### config.mk
export PLATFORM = sky130hd
export DESIGN_NAME = sik_decode
export DESIGN_NICKNAME = d
export VERILOG_FILES = /design/src/rtl/sik_decode.sv
export SDC_FILE = /design/constraint.sdc
export NUM_CORES = 1
export LEC_CHECK = 0
export BUFFER_PORTS_ARGS = -buffer_cell sky130_fd_sc_hd__buf_4
export CAP_MARGIN = 20
export CORE_MARGIN = 1.5
export CORE_UTILIZATION = 55
export CTS_CLUSTER_DIAMETER = 30
export CTS_CLUSTER_SIZE = 28
export DETAILED_ROUTE_END_ITERATION = 10
export PLACE_DENSITY = 0.83
export SLEW_MARGIN = 40
export SYNTH_ARGS = -nofsm -noshare
export SYNTH_HDL_FRONTEND = slang
export SYNTH_SLANG_ARGS = --single-unit
### constraint.sdc
create_clock -name clk -period 6.7 [get_ports clk]
set_input_delay 0.335 -clock clk [delete_from_list [all_inputs] [get_ports clk]]
set_output_delay 0.335 -clock clk [all_outputs]
set_load 0.1 [all_outputs]
### src/rtl/sik_decode.sv
// sik_decode: two-thread stack-machine instruction decoder with registered output slot
//
// Ports:
//   clk, reset            single clock, synchronous active-high reset
//   in_valid/in_tid/in_inst/in_ready   fetch side, valid/ready handshake
//   out_valid/out_ready   decode side handshake
//   out_tid, out_ext, out_op           thread, stack-ALU class flag, opcode
//   out_src1/src2/dst     register-file indices {tid, stack slot}, 0 when unused
//   out_wen, out_imm      destination write enable, resolved immediate
//   halt                  both threads have executed sys
//
// Optional feature macro: SIK_PRE_EN enables the 1111 prefix that supplies imm[15:12].
//
// Opcode map. Major [15:12]: 0 ext, 1 push, 2 get, 3 put, 4 pop, 5 call, 6 jump,
// 7 jumpf, 8 jumpt, 9 sys, F pre, others undefined.
// Extended [3:0]: 1 add, 2 lt, 3 sub, 4 and, 5 or, 6 xor, 7 dup, 8 ret, 9 test,
// A load, B store, others undefined.
module sik_decode #(
  parameter int NTHREAD = 2
) (
  input  logic        clk,
  input  logic        reset,
  input  logic        in_valid,
  input  logic        in_tid,
  input  logic [15:0] in_inst,
  output logic        in_ready,
  output logic        out_valid,
  input  logic        out_ready,
  output logic        out_tid,
  output logic        out_ext,
  output logic [3:0]  out_op,
  output logic [8:0]  out_src1,
  output logic [8:0]  out_src2,
  output logic [8:0]  out_dst,
  output logic        out_wen,
  output logic [15:0] out_imm,
  output logic        halt
);
  // Extended ops live in the upper half of the 5-bit code space so one case covers both.
  localparam logic [4:0] C_PUSH  = 5'h01, C_GET   = 5'h02, C_PUT   = 5'h03, C_POP  = 5'h04,
                         C_CALL  = 5'h05, C_JUMP  = 5'h06, C_JUMPF = 5'h07, C_JUMPT = 5'h08,
                         C_SYS   = 5'h09, C_PRE   = 5'h0F,
                         C_ADD   = 5'h11, C_LT    = 5'h12, C_SUB   = 5'h13, C_AND  = 5'h14,
                         C_OR    = 5'h15, C_XOR   = 5'h16, C_DUP   = 5'h17, C_RET  = 5'h18,
                         C_TEST  = 5'h19, C_LOAD  = 5'h1A, C_STORE = 5'h1B;
  logic [7:0]         sp [NTHREAD];
  logic [NTHREAD-1:0] halted;
`ifdef SIK_PRE_EN
  logic [3:0]         pre [NTHREAD];
  logic [NTHREAD-1:0] pre_v;
`endif
  logic        ext, wen, is_pre, is_sys, accept, emit;
  logic [3:0]  major;
  logic [4:0]  code;
  logic [15:0] imm;
  logic [7:0]  s, p1, m1, mk, sp_n;
  logic [8:0]  src1, src2, dst;
  assign in_ready = !out_valid || out_ready;
  assign halt     = &halted;
  assign accept   = in_valid && in_ready && !halted[in_tid];
  assign emit     = accept && !is_pre;
  always_comb begin
    major = in_inst[15:12];
    ext   = major == 4'h0;
    code  = ext ? {1'b1, in_inst[3:0]} : {1'b0, major};
`ifdef SIK_PRE_EN
    imm   = pre_v[in_tid] ? {pre[in_tid], in_inst[11:0]} : {{4{in_inst[11]}}, in_inst[11:0]};
`else
    imm   = {{4{in_inst[11]}}, in_inst[11:0]};
`endif
    s      = sp[in_tid];
    p1     = s + 8'd1;
    m1     = s - 8'd1;
    mk     = s - imm[7:0];
    src1   = '0;
    src2   = '0;
    dst    = '0;
    wen    = 1'b0;
    sp_n   = s;
    is_pre = 1'b0;
    is_sys = 1'b0;
    case (code)
      C_PUSH, C_CALL: begin dst = {in_tid, p1}; wen = 1'b1; sp_n = p1; end
      C_GET:          begin src1 = {in_tid, mk}; dst = {in_tid, p1}; wen = 1'b1; sp_n = p1; end
      C_PUT:          begin src1 = {in_tid, s}; dst = {in_tid, mk}; wen = 1'b1; end
      C_POP:          sp_n = mk;
      C_JUMP:         ;
      C_JUMPF, C_JUMPT, C_RET: begin src1 = {in_tid, s}; sp_n = m1; end
      C_SYS:          is_sys = 1'b1;
`ifdef SIK_PRE_EN
      C_PRE:          is_pre = 1'b1;
`endif
      C_ADD, C_LT, C_SUB, C_AND, C_OR, C_XOR: begin
        src1 = {in_tid, m1};
        src2 = {in_tid, s};
        dst  = {in_tid, m1};
        wen  = 1'b1;
        sp_n = m1;
      end
      C_DUP:          begin src1 = {in_tid, s}; dst = {in_tid, p1}; wen = 1'b1; sp_n = p1; end
      C_TEST, C_LOAD: begin src1 = {in_tid, s}; dst = {in_tid, s}; wen = 1'b1; end
      C_STORE:        begin src1 = {in_tid, m1}; src2 = {in_tid, s}; sp_n = s - 8'd2; end
      default:        ;
    endcase
  end
  always_ff @(posedge clk) begin
    if (reset) begin
      for (int i = 0; i < NTHREAD; i++) sp[i] <= 8'hFF;
      halted    <= '0;
`ifdef SIK_PRE_EN
      for (int i = 0; i < NTHREAD; i++) pre[i] <= 4'h0;
      pre_v     <= '0;
`endif
      out_valid <= 1'b0;
      out_tid   <= 1'b0;
      out_ext   <= 1'b0;
      out_op    <= 4'h0;
      out_src1  <= '0;
      out_src2  <= '0;
      out_dst   <= '0;
      out_wen   <= 1'b0;
      out_imm   <= '0;
    end else if (in_ready) begin
      out_valid <= emit;
      if (emit) begin
        out_tid  <= in_tid;
        out_ext  <= ext;
        out_op   <= ext ? in_inst[3:0] : major;
        out_src1 <= src1;
        out_src2 <= src2;
        out_dst  <= dst;
        out_wen  <= wen;
        out_imm  <= imm;
      end
      if (accept) begin
        sp[in_tid]     <= sp_n;
        halted[in_tid] <= halted[in_tid] | is_sys;
`ifdef SIK_PRE_EN
        pre_v[in_tid]  <= is_pre;
        if (is_pre) pre[in_tid] <= in_inst[3:0];
`endif
      end
    end
  end
endmodule

==> flow_summary.yaml <==
routing:
  drcViolationCount: 0
  vias_per_cell: 6.475
  drt_iter0_drc: 480
  drt-pass1-iter-count: 6
  postRouteAntennaNets: 0
  wl_per_cell_um: 20.99
  wirelength_um: 14590
  dr_total_vias: 4500
power_and_ir_drop:
  p_int_mw: 0.6767
  leakage_nw: 1.943
  sw_frac_of_total_pct: 38.10
  switchingPower_mw: 0.4166
  ir_worst_vdd_mv: 0.1161
  pwr-share-seq_pct: 39.0
  p_comb_share_pct: 29.2
  power.density_mw_per_mm2: 214.8
  clkPwrFrac_pct: 31.8
global_route:
  track_usage_pct: 34.94
  antenna_found_initial: 0
  overflow: 0
  grt_pass1_vias: 4107
  grt_first_pass_wirelength_um: 22510
  grt_max_degree: 44
synthesis:
  syn_nets: 570
  synth_most_common_cell: "nand2_1"
  synthTopCellsByArea: "dfxtp_1, edfxtp_1, nand2_1, a21oi_1, nor2_1"
  synth-edff-count: 16
  synth_cell_type_count: 73
  synthFlopType: "dfxtp_1"
  ys_seq_elements: 65
  synth_common_cells: "nand2_1, nor2_1, dfxtp_1"
  ys_seq_area_share_pct: 33.87
  ys_async_sr_fraction_pct: 0
  syn_inst: 537
  syn_area_mm2: 0.004314
  yosysWarningCount: 0
  yosys.area.top_type: "dfxtp_1"
  synth_top_area_share_pct: 22.74
  syn_area_per_cell_um2: 8.034
floorplanning:
  ios: 74
  start_util_pct: 56.41
  die_x_um: 91.57
  dieArea_mm2: 0.008384
  coreArea_mm2: 0.007647
  die_y_um: 91.57
  rows: 32
critical_path:
  worstReg2RegEnd: "sp[0][7]$_SDFFCE_PN1P_"
  crit_path_max_fanout: 34
  crit_arrival_ns: 3.52
  worst_setup_path_start_kind: "primary input"
  rrSetupSlack_ns: 3.27
  reg2reg_from: "sp[1][6]$_SDFFCE_PN1P_"
  r2r_cells: 8
  end_kind: "flip-flop"
  path_class: "in -> reg"
  required_ns: 6.77
timing:
  maxSlewViolCount: 0
  min_period_ns: 3.447
  rsz0062_at_grt: "false"
  worst_pin_slew_ns: 0.8513
  min_period_over_period_pct: 51.45
  hold_ws_ns: 0.2257
  relSlewSlack_pct: 42.87
  finalHoldViolations: 0
  timing.fmax_ghz: 0.2901
  setup_violations: 0
  setup_tns_ns: 0
  skew_ns: 0.01472
clocking:
  cts_hold_buf: 0
  cts_tree: "built"
  cts.clk_slew.worst_paths_ns: 0.08
  clk_latency_ns: 0.35
  cts_post_setup_buffers_inserted: 0
  cts_buffers: 9
  cts_buffer_depth: 2
  clock-sinks: 65
  htreeDepth: 3
  ctsResizeCount: 0
  root_buffer: "clkbuf_8"
finish:
  drive_gt1_share_pct: 20.24
  antenna_cells: 0
  synthToLayoutAreaGrowth_pct: 17.98
  regArea_mm2: 0.001461
  n_fill_cell: 640
  nNetsFinal: 621
  instances_no_fill: 695
  multiInputGateArea_mm2: 0.002621
place:
  hpwlAfterDp_um: 10710
  placedCellCount: 679
  port-buffer-count: 73
  gp_congestion: 1.031
hold_path:
  min_delay_path_depth: 3
  hp-start: "in_inst[8]"
  holdPathEnd: "out_imm[8]$_SDFFE_PP0P_"
  min_path_type: "in -> reg"
status:
  status: "completed"
flow_run:
  cap_violations: 0
[registers in the layout, summed over array words and instances, names as in the netlist]
| signal | flops |
|---|---|
| out_imm | 12 |
| out_src2 | 9 |
| out_tid | 1 |
| out_src1 | 9 |
| out_ext | 1 |
| sp | 16 |
| out_dst | 9 |
| out_wen | 1 |
| halted | 2 |
| out_valid | 1 |
| out_op | 4 |
[power by group through the flow]
stage | logic, mW | registers (mW) | clock network, mW
finish | 0.319 | 0.427 | 0.348
global route | 0.334 | 0.429 | 0.366
CTS | 0.314 | 0.427 | 0.349
detailed placement | 0.313 | 0.436 | 0
global placement | 0.310 | 0.435 | 0
floorplan | 0.147 | 0.524 | 0
[worst max-delay path by stage]
stage	slack, ns	to	from	depth (start not counted)
finish	3.25	sp[0][7]$_SDFFCE_PN1P_	in_tid	9
global route	2.99	sp[0][7]$_SDFFCE_PN1P_	in_tid	9
CTS	3.33	sp[1][5]$_SDFFCE_PN1P_	sp[1][2]$_SDFFCE_PN1P_	9
detailed placement	3.00	sp[0][7]$_SDFFCE_PN1P_	in_tid	9
global placement	3.13	sp[1][5]$_SDFFCE_PN1P_	in_tid	10
floorplan	3.34	sp[0][0]$_SDFFCE_PN1P_	out_valid$_SDFFE_PP0N_	5
[stage by stage]
step / instance area, um2 / total power, mW / setup WS (ns) / utilization, %
3_3_place_gp: 4870 / 0.7452 / 3.134 / 63.68
2_1_floorplan: 4314 / 0.6712 / 3.336 / -
3_5_place_dp: 4883 / 0.7492 / 3.000 / 63.86
6_report: 5090 / 1.093 / 3.253 / 66.56
5_1_grt: 5090 / 1.128 / 2.991 / 66.56
4_1_cts: 5084 / 1.089 / 3.331 / 66.48
[area by class of cell]
type                            instances  share of cell area [%]
Timing Repair Buffer                   81                   11.95
Inverter                               19                   1.401
Clock inverter                          7                   1.500
Tap cell                              102                   2.507
Sequential cell                        65                   28.71
Multi-Input combinational cell        412                   51.50
Clock buffer                            9                   2.434
[layer usage]
| metal | vias to the layer above | routed length [um] | global-route usage, % |
|---|---|---|---|
| li1 | 2068 | - | - |
| met1 | 2145 | 6158 | 47.95 |
| met2 | 247 | 6711 | 55.29 |
| met3 | 40 | 1314 | 5.695 |
| met4 | 0 | 403 | 12.37 |
| met5 | - | 0 | 0 |
[cells by family (layout without fill, tap and decap cells)]
group | Yosys count | after routing | synth area share (%)
adders and majority gates | 12 | 12 | 3.654
muxes | 10 | 10 | 2.320
and+or+nand+nor | 219 | 219 | 25.29
xor gates and xnor gates | 15 | 15 | 3.045
AOI/OAI and AO/OA | 156 | 156 | 25.55
buffers and inverters | 60 | 116 | 6.264
DFF | 65 | 65 | 33.87
[cells in the final DEF (no fill, tap or decap), drive strengths merged, types with 4 or more instances in the layout]
| cell type | synthesis | routed |
|---|---|---|
| a2111oi | 10 | 10 |
| a211oi | 12 | 12 |
| a21boi | 6 | 6 |
| a21o | 6 | 6 |
| a21oi | 41 | 41 |
| a221oi | 4 | 4 |
| a222oi | 4 | 4 |
| a22oi | 5 | 5 |
| a31oi | 5 | 5 |
| and2 | 5 | 5 |
| buf | 21 | 81 |
| clkbuf | 20 | 9 |
| clkinv | 2 | 5 |
| dfxtp | 49 | 49 |
| edfxtp | 16 | 16 |
| ha | 11 | 11 |
| inv | 17 | 20 |
| mux2i | 10 | 10 |
| nand2 | 69 | 69 |
| nand2b | 14 | 14 |
| nand3 | 17 | 17 |
| nor2 | 51 | 51 |
| nor2b | 6 | 6 |
| nor3 | 19 | 19 |
| nor4 | 9 | 9 |
| nor4b | 5 | 5 |
| o2111ai | 4 | 4 |
| o211ai | 4 | 4 |
| o21ai | 29 | 29 |
| or2 | 4 | 4 |
| or3 | 5 | 5 |
| xnor2 | 14 | 14 |
[critical path, cell delays in order]
cell and delay (ns):
buf_4 0.33, mux2i_1 0.49, clkinv_1 0.43, ha_1 0.47
a2111oi_0 0.44, a2bb2oi_1 0.21, mux2i_1 0.16, a2111oi_0 0.53
a32oi_1 0.11
(Power assumes the default switching activity.)
